<file path="src/rtl/chess_snd_pkg.sv">
// Shared definitions for the chess sound effect sequencer.
// Holds the sound-code constants, the pitch enumeration, the sequencer
// state encoding, the half-period table and the melody ROM.
package chess_snd_pkg;

  localparam logic [2:0] SND_STOP     = 3'd0;
  localparam logic [2:0] SND_MOVE     = 3'd1;
  localparam logic [2:0] SND_SELECT   = 3'd2;
  localparam logic [2:0] SND_CAPTURE  = 3'd3;
  localparam logic [2:0] SND_CHECK    = 3'd4;
  localparam logic [2:0] SND_ILLEGAL  = 3'd5;
  localparam logic [2:0] SND_PROMO    = 3'd6;
  localparam logic [2:0] SND_GAMEOVER = 3'd7;

  // Half-period counts fit in 18 bits (largest is C4 = 191113).
  localparam int HP_W = 18;

  typedef enum logic [2:0] {P_REST, P_C4, P_C5, P_E5, P_G5, P_A5, P_C6} pitch_e;

  typedef enum logic [1:0] {S_IDLE, S_LOAD, S_TONE, S_GAP} snd_state_e;

  typedef struct packed {
    pitch_e     pitch;
    logic [1:0] units;
  } note_t;

  // REST never reaches pwm, so its count only has to be harmless.
  function automatic logic [HP_W-1:0] half_period(input pitch_e p);
    case (p)
      P_C4:    return 18'd191113;
      P_C5:    return 18'd95557;
      P_E5:    return 18'd75843;
      P_G5:    return 18'd63776;
      P_A5:    return 18'd56818;
      P_C6:    return 18'd47778;
      default: return '1;
    endcase
  endfunction

  // A melody ends after note 3 or at the first entry with units == 0.
  function automatic note_t melody_note(input logic [2:0] code, input logic [1:0] idx);
    note_t n;
    n = '{pitch: P_REST, units: 2'd0};
    case (code)
      SND_STOP:    ;
      SND_MOVE:    if (idx == 2'd0) n = '{P_C5, 2'd1};
      SND_SELECT:  if (idx == 2'd0) n = '{P_E5, 2'd1};
      SND_CAPTURE:
        case (idx)
          2'd0:    n = '{P_G5, 2'd1};
          2'd1:    n = '{P_C6, 2'd2};
          default: ;
        endcase
      SND_CHECK:
        case (idx)
          2'd0:    n = '{P_A5, 2'd1};
          2'd1:    n = '{P_REST, 2'd1};
          2'd2:    n = '{P_A5, 2'd1};
          default: ;
        endcase
      SND_ILLEGAL: if (idx == 2'd0) n = '{P_C4, 2'd3};
      SND_PROMO:
        case (idx)
          2'd0:    n = '{P_C5, 2'd1};
          2'd1:    n = '{P_E5, 2'd1};
          2'd2:    n = '{P_G5, 2'd1};
          default: n = '{P_C6, 2'd1};
        endcase
      SND_GAMEOVER:
        case (idx)
          2'd0:    n = '{P_C6, 2'd2};
          2'd1:    n = '{P_G5, 2'd2};
          2'd2:    n = '{P_E5, 2'd2};
          default: n = '{P_C5, 2'd2};
        endcase
      default: ;
    endcase
    return n;
  endfunction

  function automatic logic [1:0] melody_units(input logic [2:0] code, input logic [1:0] idx);
    note_t n;
    n = melody_note(code, idx);
    return n.units;
  endfunction

endpackage

</file>
<file path="src/rtl/snd_tone_gen.sv">
// Square-wave tone generator.
// Ports:
//   clk, rst : clock and synchronous active-high reset
//   en       : advance the half-period counter this cycle
//   clr      : restart the waveform phase (counter 0, tone high)
//   hp       : half-period length in clk cycles
//   tone     : raw square wave, toggles each time the counter wraps at hp-1
module snd_tone_gen
  import chess_snd_pkg::*;
(
  input  logic            clk,
  input  logic            rst,
  input  logic            en,
  input  logic            clr,
  input  logic [HP_W-1:0] hp,
  output logic            tone
);

  logic [HP_W-1:0] cnt_q;

  // Clearing presets the tone high so every note starts on a rising phase.
  always_ff @(posedge clk) begin
    if (rst || clr) begin
      cnt_q <= '0;
      tone  <= 1'b1;
    end else if (en) begin
      if (cnt_q == hp - HP_W'(1)) begin
        cnt_q <= '0;
        tone  <= ~tone;
      end else begin
        cnt_q <= cnt_q + HP_W'(1);
      end
    end
  end

endmodule

</file>
<file path="src/rtl/sound_seq.sv">
// Chess sound effect sequencer: plays short melodies from a ROM as a
// square wave on pwm.
// Ports:
//   clk, rst   : clock and synchronous active-high reset
//   sound_code : requested effect, sampled with play_sound
//   play_sound : single-cycle request strobe
//   mute       : forces pwm low while sequencing continues
//   pwm        : registered square-wave audio output
//   busy       : a melody is playing
//   cur_code   : code of the playing melody, 0 when idle
module sound_seq
  import chess_snd_pkg::*;
#(
  parameter int UNIT_CYC = 5000000,
  parameter int GAP_CYC  = 500000
)(
  input  logic       clk,
  input  logic       rst,
  input  logic [2:0] sound_code,
  input  logic       play_sound,
  input  logic       mute,
  output logic       pwm,
  output logic       busy,
  output logic [2:0] cur_code
);

  snd_state_e      state_q, state_d;
  logic [1:0]      idx_q, idx_d;
  logic [2:0]      code_d;
  pitch_e          pitch_q;
  logic [1:0]      units_q;
  logic [31:0]     cnt_q;
  logic [31:0]     tone_len;
  logic [31:0]     gap_len;
  note_t           rom_note;
  logic [1:0]      next_units;
  logic            accept, stop;
  pitch_e          play_pitch;
  logic [HP_W-1:0] play_hp;
  logic            tone, tone_en, tone_clr;
  logic            pwm_d;

  assign busy       = (state_q != S_IDLE);
  assign rom_note   = melody_note(cur_code, idx_q);
  assign next_units = melody_units(cur_code, idx_q + 2'd1);
  assign tone_len   = {30'd0, units_q} * 32'(UNIT_CYC);
  assign gap_len    = 32'(GAP_CYC);

  // Equal or higher codes preempt; a stop only matters while playing.
  assign accept = play_sound && (busy ? (sound_code >= cur_code) : (sound_code != SND_STOP));
  assign stop   = play_sound && busy && (sound_code == SND_STOP);

  always_comb begin
    state_d = state_q;
    idx_d   = idx_q;
    code_d  = cur_code;
    if (accept) begin
      state_d = S_LOAD;
      idx_d   = 2'd0;
      code_d  = sound_code;
    end else if (stop) begin
      state_d = S_IDLE;
      idx_d   = 2'd0;
      code_d  = SND_STOP;
    end else begin
      case (state_q)
        S_LOAD: state_d = S_TONE;
        S_TONE: if (cnt_q == tone_len - 32'd1) state_d = S_GAP;
        S_GAP:
          if (cnt_q == gap_len - 32'd1) begin
            if (idx_q == 2'd3 || next_units == 2'd0) begin
              state_d = S_IDLE;
              idx_d   = 2'd0;
              code_d  = SND_STOP;
            end else begin
              state_d = S_LOAD;
              idx_d   = idx_q + 2'd1;
            end
          end
        default: ;
      endcase
    end
  end

  // The pitch registers are only loaded at the end of LOAD, so during LOAD
  // the tone generator and the first pwm value take the pitch from the ROM.
  assign play_pitch = (state_q == S_LOAD) ? rom_note.pitch : pitch_q;
  assign play_hp    = half_period(play_pitch);
  assign tone_en    = (state_q == S_LOAD) || (state_q == S_TONE);
  assign tone_clr   = (state_d != S_TONE);

  // The generator runs one cycle ahead of pwm: its value now becomes pwm
  // on the next edge, which keeps pwm registered without shifting the phase.
  assign pwm_d = (state_d == S_TONE) && (play_pitch != P_REST) && tone && !mute;

  snd_tone_gen u_tone (
    .clk  (clk),
    .rst  (rst),
    .en   (tone_en),
    .clr  (tone_clr),
    .hp   (play_hp),
    .tone (tone)
  );

  always_ff @(posedge clk) begin
    if (rst) begin
      state_q  <= S_IDLE;
      idx_q    <= 2'd0;
      cur_code <= SND_STOP;
      pitch_q  <= P_REST;
      units_q  <= 2'd0;
      cnt_q    <= '0;
      pwm      <= 1'b0;
    end else begin
      state_q  <= state_d;
      idx_q    <= idx_d;
      cur_code <= code_d;
      if (state_q == S_LOAD) begin
        pitch_q <= rom_note.pitch;
        units_q <= rom_note.units;
      end
      // One counter times both TONE and GAP; any state change restarts it.
      if ((state_d == state_q) && (state_q == S_TONE || state_q == S_GAP))
        cnt_q <= cnt_q + 32'd1;
      else
        cnt_q <= '0;
      pwm <= pwm_d;
    end
  end

endmodule
</file>
<file path="config.mk">
export PLATFORM = sky130hd
export DESIGN_NAME = sound_seq
export DESIGN_NICKNAME = d
export VERILOG_FILES = /design/src/rtl/chess_snd_pkg.sv /design/src/rtl/snd_tone_gen.sv /design/src/rtl/sound_seq.sv
export SDC_FILE = /design/constraint.sdc
export NUM_CORES = 1
export LEC_CHECK = 0
export ABC_AREA = 1
export CAP_MARGIN = 10
export CORE_ASPECT_RATIO = 1.2
export CORE_MARGIN = 10
export CORE_UTILIZATION = 55
export CTS_CLUSTER_SIZE = 16
export DETAILED_ROUTE_END_ITERATION = 7
export PLACE_DENSITY = 0.81
export SLEW_MARGIN = 15
export SYNTH_ARGS = -nofsm -noshare
export SYNTH_HDL_FRONTEND = slang
export SYNTH_HIERARCHICAL = 1
export SYNTH_SLANG_ARGS = --single-unit
</file>
<file path="constraint.sdc">
create_clock -name clk -period 3.1 [get_ports clk]
set_input_delay 0.62 -clock clk [delete_from_list [all_inputs] [get_ports clk]]
set_output_delay 0.62 -clock clk [all_outputs]
set_load 0.02 [all_outputs]
</file>
==> run_results.csv <==
group,metric,value,unit
power_and_ir_drop,p_per_area,335,nW/µm²
sta,fin_crit,3.38,ns
detailed_routing,wl,14.0,mm
critical_path,r2r_cells,24,
sta,hold_viol_final,0,
critical_path,worstPathRequired,3.36,ns
critical_path,arrival,3.65,ns
clock_network,cts-root-buf,"clkbuf_8",
yosys,syn_inst,806,
floorplanning,die_y,126,µm
yosys,ys_warn_count,6,
detailed_routing,drc,0,
yosys,netlist_area,5180,µm²
clock_network,holdBufCountCts,0,
critical_path,critical_path_class,"reg -> reg",
sta,min_period_over_period,109,%
power_and_ir_drop,pwr-share-seq,37.9,%
sta,hold_ws,0.469,ns
sta,finalSetupTns,-4.60,ns
sta,fmax,0.295,GHz
critical_path,end_kind,"flip-flop",
yosys,syn_avg_cell_area,6.43,µm²
grt,grt_pass1_vias,5153,
min_path,holdPathStages,1,
power_and_ir_drop,switching_power,0.669,mW
clock_network,clk_path_buf_depth,2,
sta,tightest_slew,0.612,ns
finish,seqCellArea,1290,µm²
job,cap_violations,0,
yosys,synth_enable_flop_cells,0,
floorplanning,core-area,9130,µm²
status,run_status,"finished with violations",
finish,num_antenna_cells,0,
sta,drv_slew,0,
floorplanning,die_w,109,µm
clock_network,htree_num_levels,3,
power_and_ir_drop,swShare,30.3,%
sta,slew_headroom,58.8,%
power_and_ir_drop,p_leak,2.88,nW
detailed_routing,first_pass_iters,8,
finish,layout_common_cells,"nand2_1 (195), inv_1 (111), nor2_1 (90)",
grt,grt_max_degree,33,
clock_network,cts_sinks,64,
grt,grt_pass1_wl,22.3,mm
clock_network,cts_made_buffers,9,
finish,multiInputGateArea,3630,µm²
yosys,synthArstFlopShare,0,%
sta,worst_clock_skew,0.0107,ns
floorplanning,ioPinCount,12,
critical_path,critPathMaxFanout,7,
grt,antenna_found_initial,0,
sta,rsz0062_at_grt,"true",
finish,fillCellCount,676,
placed_design,numPortBuffers,11,
power_and_ir_drop,internal_power,1.54,mW
detailed_routing,antenna_left,0,
yosys,synthDistinctLibCells,43,
floorplanning,die-area,13700,µm²
finish,final_common_cell,"nand2_1",
grt,grt_overflow,0,
detailed_routing,vias,5413,
finish,nets,936,
floorplanning,row_count,38,
clock_network,cts_tree,"yes",
min_path,hold_path.class,"reg -> reg",
status,violations,"setup timing",
yosys,ys_seq_area_share,24.7,%
power_and_ir_drop,power,2.21,mW
detailed_routing,drtIter0Drc,341,
sta,setup_violations,19,
power_and_ir_drop,combPwrFrac,25.3,%
detailed_routing,via_per_inst,5.25,
clock_network,clk_latency,0.36,ns
sta,setup_slack,-0.284,ns
yosys,synth_top_flop_cell,"dfxtp_1",
clock_network,path_clk_slew,0.07,ns
critical_path,start_kind,"flip-flop",
floorplanning,initial_core_util,56.8,%
detailed_routing,wl_per_cell,13.6,µm
finish,drive_gt1_share,29.7,%
yosys,syn-num-nets,835,
power_and_ir_drop,power.share.clock,36.8,%
finish,area_delta_synth_final,27.2,%
power_and_ir_drop,max-vdd-ir-drop,308,µV
yosys,synth_seq_cells,64,
placed_design,gp_congestion,0.894,
placed_design,dp_hpwl,9.52,mm
grt,grt_use_total,19.4,%
## path summary, 6_finish.rpt
kind | startpoint | to | slack [ns]
worst max-delay path | idx_q[1]$_SDFFE_PP0P_ | u_tone/cnt_q[14]$_SDFFE_PP0P_ | -0.28
worst min register to register | cnt_q[0]$_SDFF_PP0_ | cnt_q[0]$_SDFF_PP0_ | 0.47
worst min-delay path | cnt_q[0]$_SDFF_PP0_ | cnt_q[0]$_SDFF_PP0_ | 0.47
worst max register to register | idx_q[1]$_SDFFE_PP0P_ | u_tone/cnt_q[14]$_SDFFE_PP0P_ | -0.28
## cell usage after synthesis, types with 2 or more instances
library cell	instances	area, µm²
nand2_1	216	811
inv_1	125	469
nor2_1	100	375
dfxtp_1	64	1280
nand3_1	51	255
nor2_2	38	238
xor2_1	36	315
ha_1	22	275
o21ai_0	20	100
xnor2_1	14	123
nor3_1	13	65.1
nand4_1	12	75.1
a21oi_1	10	50.1
nor2_4	10	113
nand2_2	9	56.3
nand3_2	6	60.1
buf_6	5	56.3
inv_2	5	18.8
nand3b_1	5	37.5
nand2_4	4	45.0
nor3_2	4	40.0
buf_2	3	15.0
nand4_2	3	37.5
nor4_1	3	18.8
o2111ai_1	3	26.3
a21oi_2	2	17.5
clkbuf_1	2	7.51
nand3_4	2	35.0
nor3_4	2	32.5
o21ai_1	2	10.0
o21ai_2	2	17.5
or2_2	2	12.5
## flip-flops by register name, summed over array words and instances, names as in the netlist
name          flops
cnt_q            32
u_tone/cnt_q     18
cur_code          3
pitch_q           3
idx_q             2
state_q           2
units_q           2
pwm               1
u_tone/tone       1
## layout make-up
type | count | share of cell area (%)
flip-flops and latches | 64 | 19.5
multi-input cells | 601 | 55.1
repair buffers | 100 | 12.2
inverters | 131 | 7.57
well taps | 120 | 2.28
clock buffers | 10 | 2.09
clock inverters | 6 | 1.25
## worst max-delay path, cell delays in order, from the launching register on
cell and delay (ns):
dfxtp_2 0.34, buf_6 0.13, ha_4 0.16, o211ai_1 0.25, buf_4 0.17, nand3_1 0.11
nand2_1 0.11, nand2_2 0.09, inv_4 0.11, o21ai_2 0.08, inv_2 0.14, nand2_2 0.08
buf_6 0.13, nor2_4 0.19, buf_4 0.14, nand4_1 0.14, nand3_1 0.13, nand2_1 0.05
inv_1 0.05, nand2_1 0.10, nor2_4 0.16, nand4_4 0.14, buf_6 0.18, nand2_1 0.07
inv_1 0.04
## power groups by stage
stage | registers, mW | clock network (mW) | logic [mW]
4_1_cts | 0.836 | 0.818 | 0.507
3_3_place_gp | 0.855 | 0 | 0.446
5_1_grt | 0.838 | 0.860 | 0.609
6_report | 0.837 | 0.813 | 0.559
3_5_place_dp | 0.855 | 0 | 0.453
2_1_floorplan | 0.863 | 0 | 0.259
## metal layers
metal	vias up	GRT usage [%]	share of wire (%)
li1	2687	-	-
met4	0	9.17	4.3
met1	2498	21.4	39
met5	-	0	0
met3	56	3.44	4.4
met2	172	34.7	52
## kinds of logic after synthesis
group	after synthesis	synth area share (%)
buf+inv	141	11.0
fa+ha+maj	22	5.31
compound gates	46	5.26
flops	64	24.7
xor+xnor	50	8.45
simple gates	483	45.3
## metrics by stage
step / util, % / setup WS [ns] / cells / cell area (µm²)
after floorplan: - / 0.0421 / 806 / 5190
after global placement: 64.9 / -0.263 / 1000 / 5930
after detailed placement: 64.9 / -0.323 / 1000 / 5930
after CTS: 70.3 / -0.0265 / 1025 / 6410
after global routing: 72.2 / -0.481 / 1032 / 6590
final: 72.2 / -0.284 / 1032 / 6590
## timing repair
action | CTS | global route
setup buffers | 8 | 7
pin swaps | 25 | 12
setup endpoints to repair | 19 | 19
gates cloned | 1 | 0
resized for setup | 62 | 39
Note: power is estimated with default switching activity, not from simulation.
